### src/rtl/wb_stage.sv
// Writeback pipeline stage: registers the memory-stage bundle, extracts and extends
// load data, selects the register-file write value and counts retired instructions.
module wb_stage #(
    parameter int DATA_WIDTH = 32
) (
    input  logic                  clk,
    input  logic                  rst,
    input  logic                  en,
    input  logic                  flush,
    input  logic                  valid_m,
    input  logic                  reg_write_m,
    input  logic [4:0]            rd_m,
    input  logic [1:0]            result_src_m,
    input  logic [2:0]            funct3_m,
    input  logic [DATA_WIDTH-1:0] alu_result_m,
    input  logic [DATA_WIDTH-1:0] read_data_m,
    input  logic [DATA_WIDTH-1:0] pc_plus4_m,
    input  logic [DATA_WIDTH-1:0] imm_ext_m,
    output logic [4:0]            AD3,
    output logic                  WE3,
    output logic [DATA_WIDTH-1:0] WD3,
    output logic                  valid_w,
    output logic                  retire,
    output logic [31:0]           instret
);

    logic                  valid_reg;
    logic                  reg_write_reg;
    logic [4:0]            rd_reg;
    logic [1:0]            result_src_reg;
    logic [2:0]            funct3_reg;
    logic [DATA_WIDTH-1:0] alu_result_reg;
    logic [DATA_WIDTH-1:0] read_data_reg;
    logic [DATA_WIDTH-1:0] pc_plus4_reg;
    logic [DATA_WIDTH-1:0] imm_ext_reg;
    logic [31:0]           instret_reg;

    logic                  capture;
    logic [7:0]            lanes [4];
    logic [7:0]            byte_sel;
    logic [15:0]           half_sel;
    logic [DATA_WIDTH-1:0] load_value;

    // Bubbles only clear valid; payload fields keep their previous contents.
    assign capture = valid_m & ~flush;

    always_ff @(posedge clk or posedge rst) begin
        if (rst) begin
            valid_reg      <= 1'b0;
            reg_write_reg  <= 1'b0;
            rd_reg         <= '0;
            result_src_reg <= '0;
            funct3_reg     <= '0;
            alu_result_reg <= '0;
            read_data_reg  <= '0;
            pc_plus4_reg   <= '0;
            imm_ext_reg    <= '0;
            instret_reg    <= '0;
        end else if (en) begin
            valid_reg <= capture;
            if (capture) begin
                reg_write_reg  <= reg_write_m;
                rd_reg         <= rd_m;
                result_src_reg <= result_src_m;
                funct3_reg     <= funct3_m;
                alu_result_reg <= alu_result_m;
                read_data_reg  <= read_data_m;
                pc_plus4_reg   <= pc_plus4_m;
                imm_ext_reg    <= imm_ext_m;
            end
            if (valid_reg) begin
                instret_reg <= instret_reg + 32'd1;
            end
        end
    end

    generate
        for (genvar gi = 0; gi < 4; gi++) begin : g_lane
            assign lanes[gi] = read_data_reg[8*gi +: 8];
        end
    endgenerate

    always_comb begin
        byte_sel = lanes[alu_result_reg[1:0]];
        half_sel = alu_result_reg[1] ? {lanes[3], lanes[2]} : {lanes[1], lanes[0]};
        case (funct3_reg)
            3'b000:  load_value = {{(DATA_WIDTH-8){byte_sel[7]}}, byte_sel};
            3'b100:  load_value = {{(DATA_WIDTH-8){1'b0}}, byte_sel};
            3'b001:  load_value = {{(DATA_WIDTH-16){half_sel[15]}}, half_sel};
            3'b101:  load_value = {{(DATA_WIDTH-16){1'b0}}, half_sel};
            default: load_value = read_data_reg;
        endcase
    end

    always_comb begin
        case (result_src_reg)
            2'b00:   WD3 = alu_result_reg;
            2'b01:   WD3 = load_value;
            2'b10:   WD3 = pc_plus4_reg;
            default: WD3 = imm_ext_reg;
        endcase
    end

    assign AD3     = rd_reg;
    assign WE3     = valid_reg & reg_write_reg & (rd_reg != 5'd0);
    assign valid_w = valid_reg;
    assign retire  = valid_reg & en;
    assign instret = instret_reg;

endmodule

### config.mk
export PLATFORM = sky130hd
export DESIGN_NAME = wb_stage
export DESIGN_NICKNAME = d
export VERILOG_FILES = /design/src/rtl/wb_stage.sv
export SDC_FILE = /design/constraint.sdc
export NUM_CORES = 1
export LEC_CHECK = 0
export BUFFER_PORTS_ARGS = -buffer_cell sky130_fd_sc_hd__buf_2
export CAP_MARGIN = 0
export CORE_AREA = 2 2 133 135
export CTS_CLUSTER_SIZE = 30
export DETAILED_ROUTE_END_ITERATION = 10
export DIE_AREA = 0 0 135 137
export GPL_TIMING_DRIVEN = 0
export PLACE_DENSITY = 0.77
export SLEW_MARGIN = 10
export SYNTH_ARGS = -nofsm -noshare
export SYNTH_HDL_FRONTEND = slang
export SYNTH_SLANG_ARGS = --single-unit
### constraint.sdc
create_clock -name clk -period 11.2 [get_ports clk]
set_input_delay 1.12 -clock clk [delete_from_list [all_inputs] [get_ports clk]]
set_output_delay 1.12 -clock clk [all_outputs]
set_load 0.01 [all_outputs]
==> results.sh, run 1 <==
export IMPL_outcome="completed"
export IMPL_critPathRequiredTime_ns=10.08
export IMPL_leakage_dissipation_nw=4.69
export IMPL_gp_congestion=0.877
export IMPL_drv_slew=0
export IMPL_finish_utilization=0.590
export IMPL_yosysUniqueCellTypes=51
export IMPL_hold_buffer_count_at_cts=0
export IMPL_rows=48
export IMPL_grt_overflow=0
export IMPL_grtUsageTotal=0.246
export IMPL_timing_hold_worst_class="register to register"
export IMPL_netlist_area_mm2=0.00807
export IMPL_syn_num_nets=782
export IMPL_yosysWarningCount=0
export IMPL_vias=6148
export IMPL_setup_worst_path_end_class="output port"
export IMPL_cts_sinks=172
export IMPL_hold_slack_ns=0.477
export IMPL_placement_io_buffers=215
export IMPL_timing_reg2reg_setup_slack_ns=9.36
export IMPL_synth_cells=637
export IMPL_slew_headroom=0.432
export IMPL_crit_path_class="register to output port"
export IMPL_num_fill_cells=1455
export IMPL_total_power_divided_by_cell_area_mw_per_mm2=187
export IMPL_report_final_hold_viol_count=0
export IMPL_async_reset_ff_frac=1.00
export IMPL_cts_repair_timing_setup_buffer_count=0
export IMPL_synth_top_cells_by_count="172 x sky130_fd_sc_hd__dfrtp_1, 91 x sky130_fd_sc_hd__mux2_2, 51 x sky130_fd_sc_hd__mux2_1, 27 x sky130_fd_sc_hd__nor2_1"
export IMPL_ant_nets=0
export IMPL_layout_min_cycle_time_ns=3.79
export IMPL_slew_worst_pin_ns=0.852
export IMPL_stdcell_area_mm2=0.0101
export IMPL_htreeDepth=4
export IMPL_synth_edf_count=0
export IMPL_first_global_vias=6144
export IMPL_yosys_cell_count_top_type="sky130_fd_sc_hd__dfrtp_1"
export IMPL_areaGrowthSynthToFinish_pct=24.8
export IMPL_cts_root_buffer="sky130_fd_sc_hd__clkbuf_16"
export IMPL_maximum_number_of_pins_on_one_net_before_global_route_repair=120
export IMPL_cts_buffers_inserted=17
export IMPL_layout_worst_path_cycle_share=0.339
export IMPL_p_int_mw=1.27
export IMPL_timing_final_setup_violations=0
export IMPL_cts_tree="built"
export IMPL_worst_skew_pair_late_latency_ns=0.43
export IMPL_clkSlewWorstSetupHoldPaths_ns=0.07
export IMPL_drt_iter0_markers=373
export IMPL_post_dp_hpwl_um=16700
export IMPL_critical_path_arrival_ns=2.67
export IMPL_count_of_state_elements_after_synthesis=172
export IMPL_post_dp_cell_area_mm2=0.00947
export IMPL_clock_power_share=0.318
export IMPL_yosysTopAreaCell="sky130_fd_sc_hd__dfrtp_1"
export IMPL_ys_seq_area_frac=0.533
export IMPL_fp_dieArea_mm2=0.0185
export IMPL_core_mm2=0.0171
export IMPL_route_detailed_wl_per_inst_um=20.0
export IMPL_grt_antenna_before_repair=4
export IMPL_layout_drive_gt1_share=0.438
export IMPL_drv_cap=0
export IMPL_yosys_most_used_dff="sky130_fd_sc_hd__dfrtp_1"
export IMPL_power_net_switching_mw=0.615
export IMPL_grt_first_pass_wirelength_um=34000
export IMPL_initial_core_util=0.473
export IMPL_setup_tns_ns=0
export IMPL_clock_tree_buffer_depth=2
export IMPL_comb_power_share=0.256
export IMPL_drc=0
export IMPL_drt_pre_antenna_iters=5
export IMPL_max_freq_mhz=264
export IMPL_seqPwrFrac=0.426
export IMPL_cts_resized=0
export IMPL_grt_setup_unrepaired="no"
export IMPL_post_synth_main_area_contributors="sky130_fd_sc_hd__dfrtp_1 53%, sky130_fd_sc_hd__mux2_2 13%, sky130_fd_sc_hd__mux2_1 7.1%, sky130_fd_sc_hd__xnor2_1 2.8%, sky130_fd_sc_hd__mux2i_1 2.5%"
export IMPL_drt_vias_per_instance=5.51
export IMPL_final_setup_skew_ns=0.00780
export IMPL_wl_um=22300
export IMPL_floorplan_die_width_um=135
export IMPL_finish_net_count=1017
export IMPL_post_synth_cell_area_avg_um2=12.7
export IMPL_ir_drop_mv=0.117
export IMPL_crit_path_max_fanout=10
export IMPL_power_switching_share=0.326
export IMPL_startpoint_type="register"
export IMPL_io_pins=216
export IMPL_yosysTopAreaCellShare=0.533
export IMPL_dieHeight_um=137
## stage by stage
| step | power (mW) | cells | setup WS, ns |
|---|---|---|---|
| after floorplan | 1.10 | 637 | 5.42 |
| after global placement | 1.28 | 1077 | 3.41 |
| after detailed placement | 1.29 | 1078 | 7.90 |
| after CTS | 1.89 | 1110 | 7.41 |
| after global routing | 1.97 | 1111 | 7.21 |
| final | 1.88 | 1115 | 7.41 |
## routing by layer
metal / vias to the layer above / share of wire / wire [um] / global-route usage
li1: 2811 / - / - / -
met1: 3097 / 0.43 / 9540 / 0.326
met2: 216 / 0.48 / 10700 / 0.399
met3: 24 / 0.077 / 1720 / 0.0700
met4: 0 / 0.016 / 361 / 0.0654
met5: - / 0 / 0 / 0
## final cells by class
class	count	area (um2)	area share
flip-flops and latches	172	4300	0.427
multi-input cells	420	3560	0.353
repair buffers	216	1100	0.110
clock buffers	17	425	0.0422
well taps	225	282	0.0280
plain buffers	37	181	0.0180
clock inverters	15	168	0.0166
inverters	8	37.5	0.00373
diodes	5	12.5	0.00124
## power by group through the flow
stage / clock network, mW / registers, mW / logic, mW
finish: 0.599 / 0.802 / 0.482
global route: 0.636 / 0.814 / 0.525
CTS: 0.608 / 0.801 / 0.485
detailed placement: 0 / 0.812 / 0.482
global placement: 0 / 0.807 / 0.471
floorplan: 0 / 0.789 / 0.310
## cells in the final DEF (no fill, tap or decap), types with 9 or more instances in the layout
cell type | Yosys | layout
sky130_fd_sc_hd__nor2_1 | 27 | 27
sky130_fd_sc_hd__o21ai_0 | 26 | 26
sky130_fd_sc_hd__o22ai_1 | 23 | 23
sky130_fd_sc_hd__clkbuf_16 | 0 | 17
sky130_fd_sc_hd__o21a_1 | 16 | 16
sky130_fd_sc_hd__xnor2_1 | 26 | 26
sky130_fd_sc_hd__buf_2 | 19 | 234
sky130_fd_sc_hd__mux2_1 | 51 | 51
sky130_fd_sc_hd__dfrtp_1 | 172 | 172
sky130_fd_sc_hd__clkbuf_1 | 9 | 9
sky130_fd_sc_hd__mux2i_1 | 20 | 20
sky130_fd_sc_hd__nand2_1 | 21 | 21
sky130_fd_sc_hd__nand3_1 | 11 | 11
sky130_fd_sc_hd__mux2_2 | 91 | 91
sky130_fd_sc_hd__a21oi_1 | 25 | 25
sky130_fd_sc_hd__nand4_1 | 16 | 16
## critical path, stage by stage (launching register included)
cell                       delay, ns
sky130_fd_sc_hd__dfrtp_1        0.40
sky130_fd_sc_hd__buf_2          0.20
sky130_fd_sc_hd__nor2_1         0.56
sky130_fd_sc_hd__clkbuf_1       0.48
sky130_fd_sc_hd__a21oi_1        0.18
sky130_fd_sc_hd__o22ai_1        0.23
sky130_fd_sc_hd__buf_2          0.18
## worst paths after layout
check	start	to	cells after the start
setup / recovery	result_src_reg[0]	WD3[31]	6
hold / removal	instret[31]	instret[31]	1
setup reg to reg	valid_w	instret[29]	4
hold reg to reg	instret[31]	instret[31]	1
max in group asynchronous	rst	imm_ext_reg[23]	3
min in group asynchronous	rst	AD3[0]	2
## cell families (layout without fill, tap and decap cells)
group / Yosys count / after routing / synth area share
muxes: 165 / 165 / 0.231
other: 0 / 5 / 0
AOI/OAI and AO/OA: 116 / 116 / 0.0975
and+or+nand+nor: 107 / 107 / 0.0767
buffers and inverters: 45 / 293 / 0.0262
xor gates and xnor gates: 31 / 31 / 0.0336
DFF: 172 / 172 / 0.533
adders and majority gates: 1 / 1 / 0.00155
No activity file was read; power rests on OpenSTA's default activity.
==> run 2: changes to the inputs <==
Settings changed: ABC_AREA from default to 1, CORE_AREA 2 2 133 135 to 2 2 136 138, DIE_AREA 0 0 135 137 to 0 0 138 140.
Clock period 11.2 ns to 3.6 ns, I/O delays scaled along.
==> run 2 against run 1 <==
Against the previous run:
- combinational power grew to 2.9 times the previous value
- power rose to 3.0 times the previous value
- clock power grew to 2.9 times the previous value
- cell count grew 29%
- first-iteration DRC count rose by 69%
- register-to-register slack lost 7.5 ns
- cell area is 3.9% higher
- synthesized cell count is 50% higher
- hold slack lost 0.41 ns
- largest cell class unchanged
- largest power group unchanged
==> results.sh, run 2 <==
export IMPL_vias=7575
export IMPL_num_fill_cells=1612
export IMPL_crit_buf_inv=4
export IMPL_rows=49
export IMPL_count_of_state_elements_after_synthesis=172
export IMPL_post_dp_cell_area_mm2=0.00990
export IMPL_syn_num_nets=1100
export IMPL_report_final_hold_viol_count=0
export IMPL_worst_r2r_path_depth=8
export IMPL_yosysTopAreaCell="sky130_fd_sc_hd__dfrtp_1"
export IMPL_ant_nets=0
export IMPL_cts_root_buffer="sky130_fd_sc_hd__clkbuf_16"
export IMPL_core_mm2=0.0178
export IMPL_stdcell_area_mm2=0.0105
export IMPL_critical_path_arrival_ns=2.28
export IMPL_layout_min_cycle_time_ns=2.64
export IMPL_startpoint_type="register"
export IMPL_outcome="completed"
export IMPL_layout_worst_path_cycle_share=0.734
export IMPL_placement_io_buffers=215
export IMPL_grt_setup_unrepaired="no"
export IMPL_clkSlewWorstSetupHoldPaths_ns=0.06
export IMPL_synth_cells=955
export IMPL_crit_path_max_fanout=10
export IMPL_final_setup_skew_ns=0.00779
export IMPL_grtUsageTotal=0.273
export IMPL_multi_input_area_mm2=0.00359
export IMPL_wl_um=25800
export IMPL_floorplan_die_width_um=138
export IMPL_cts_tree="built"
export IMPL_grt_overflow=0
export IMPL_drc=0
export IMPL_cts_sinks=172
export IMPL_grt_antenna_before_repair=3
export IMPL_mostFrequentLayoutCells="238 x sky130_fd_sc_hd__buf_2, 172 x sky130_fd_sc_hd__dfrtp_1, 167 x sky130_fd_sc_hd__nand2_1"
export IMPL_areaGrowthSynthToFinish_pct=23.7
export IMPL_max_freq_mhz=378
export IMPL_layout_commonest_cell="sky130_fd_sc_hd__buf_2"
export IMPL_initial_core_util=0.476
export IMPL_setup_tns_ns=0
export IMPL_grt_first_pass_wirelength_um=40900
export IMPL_async_reset_ff_frac=1.00
export IMPL_hold_buffer_count_at_cts=0
export IMPL_slew_worst_pin_ns=0.775
export IMPL_dieHeight_um=140
export IMPL_total_power_divided_by_cell_area_mw_per_mm2=532
export IMPL_critPathRequiredTime_ns=3.24
export IMPL_critical_path_slowest_cell="sky130_fd_sc_hd__clkbuf_1"
export IMPL_timing_final_setup_violations=0
export IMPL_slew_headroom=0.482
export IMPL_first_global_vias=7527
export IMPL_yosysUniqueCellTypes=31
export IMPL_netlist_area_mm2=0.00846
export IMPL_synth_edf_count=0
export IMPL_clock_tree_buffer_depth=2
export IMPL_seqPwrFrac=0.432
export IMPL_comb_power_share=0.253
export IMPL_post_synth_cell_area_avg_um2=8.86
export IMPL_yosysTopAreaCellShare=0.509
export IMPL_setup_worst_path_end_class="output port"
export IMPL_timing_hold_worst_class="input pin to asynchronous set/reset pin"
export IMPL_worst_path_dominant_cell_family="buffers and inverters"
export IMPL_crit_path_class="register to output port"
export IMPL_post_synth_main_area_contributors="sky130_fd_sc_hd__dfrtp_1 51%, sky130_fd_sc_hd__mux2_2 11%, sky130_fd_sc_hd__a21oi_1 9.0%, sky130_fd_sc_hd__nand2_1 7.4%, sky130_fd_sc_hd__nor2_1 5.4%"
export IMPL_route_detailed_wl_per_inst_um=18.0
export IMPL_fp_dieArea_mm2=0.0193
export IMPL_finished_layout_cells=1436
export IMPL_leakage_dissipation_nw=5.27
export IMPL_drt_vias_per_instance=5.28
export IMPL_finish_net_count=1338
export IMPL_drt_iter0_markers=630
export IMPL_synth_top_cells_by_count="172 x sky130_fd_sc_hd__dfrtp_1, 167 x sky130_fd_sc_hd__nand2_1, 152 x sky130_fd_sc_hd__a21oi_1, 121 x sky130_fd_sc_hd__nor2_1, 87 x sky130_fd_sc_hd__inv_1"
export IMPL_io_pins=216
export IMPL_p_int_mw=3.81
export IMPL_yosys_most_used_dff="sky130_fd_sc_hd__dfrtp_1"
export IMPL_power_switching_share=0.315
export IMPL_regArea_mm2=0.00430
export IMPL_dp_cells=1403
export IMPL_slowest_delay_ns=0.45
export IMPL_drt_pre_antenna_iters=6
export IMPL_yosys_cell_count_top_type="sky130_fd_sc_hd__dfrtp_1"
export IMPL_ys_seq_area_frac=0.509
export IMPL_htreeDepth=4
export IMPL_gp_congestion=0.967
export IMPL_drv_slew=0
export IMPL_drv_cap=0
export IMPL_cts_repair_timing_setup_buffer_count=0
export IMPL_cts_resized=0
export IMPL_post_dp_hpwl_um=19700
export IMPL_power_net_switching_mw=1.76
export IMPL_worstPathCellList="clkinv_1 > nand2_1 > inv_1 > clkbuf_1 > a21oi_1 > a21oi_2 > buf_2"
export IMPL_critical_path_cell_count=7
export IMPL_yosysWarningCount=0
export IMPL_clock_power_share=0.315
export IMPL_ir_drop_mv=0.402
export IMPL_maximum_number_of_pins_on_one_net_before_global_route_repair=40
export IMPL_layout_drive_gt1_share=0.318
export IMPL_worst_skew_pair_late_latency_ns=0.43
export IMPL_total_power_mw=5.57
export IMPL_cts_buffers_inserted=17
run 2: cell type report:
type                       count  area share
inverter                      93      0.0344
timing repair buffer         219       0.110
tap                          229      0.0274
buffer                        43      0.0196
multi-input combinational    647       0.343
clock buffer                  23      0.0466
sequential                   172       0.411
antenna                        3    0.000717
clock inverter                 7     0.00622
run 2: cell families after synthesis:
kind of cell / synth area share
xor+xnor: 0.0176
compound gates: 0.116
flops: 0.509
fa+ha+maj: 0.00148
mux: 0.105
buf+inv: 0.0664
simple gates: 0.184
run 2: worst reg2reg max path, stage by stage, from the launching register on:
cell and delay, ns:
sky130_fd_sc_hd__dfrtp_1 0.47, sky130_fd_sc_hd__ha_1 0.25, sky130_fd_sc_hd__nand3_2 0.10, sky130_fd_sc_hd__nor2_2 0.13, sky130_fd_sc_hd__nand3_2 0.19, sky130_fd_sc_hd__nor2_4 0.26
sky130_fd_sc_hd__nand3_1 0.10, sky130_fd_sc_hd__nand2_1 0.07, sky130_fd_sc_hd__nand2_1 0.05
run 2: power groups by stage:
stage,clock network [mW],logic [mW],registers (mW)
2_1_floorplan,0,0.871,2.40
3_3_place_gp,0,1.36,2.42
3_5_place_dp,0,1.40,2.44
4_1_cts,1.78,1.40,2.40
5_1_grt,1.86,1.54,2.45
6_report,1.75,1.41,2.41
run 2: through the flow:
stage                     setup slack, ns   util  hold slack, ns
after floorplan                      1.04      -           0.456
after global placement            -0.0432  0.552           0.478
after detailed placement             1.41  0.557           0.486
after CTS                           0.939  0.588          0.0783
after global routing                0.820  0.588           0.117
final                               0.956  0.589          0.0677
run 2: path summary, 6_finish.rpt:
check / startpoint / end / slack [ns]
worst max-delay path: result_src_reg[1] / WD3[29] / 0.96
worst min-delay path: rst / instret[5] / 0.07
worst max register to register: instret[0] / instret[30] / 1.88
worst min register to register: instret[31] / instret[31] / 0.50
max in group asynchronous: rst / imm_ext_reg[22] / 2.40
min in group clk: alu_result_m[16] / alu_result_reg[16] / 0.16
run 2: per-layer routing:
metal	routed length, um	share of wire	GRT usage	vias to the layer above
met5	13	0.00050	0	-
met2	12500	0.48	0.450	282
li1	-	-	-	3618
met4	535	0.021	0.0822	2
met3	1740	0.067	0.0588	39
met1	11100	0.43	0.365	3634
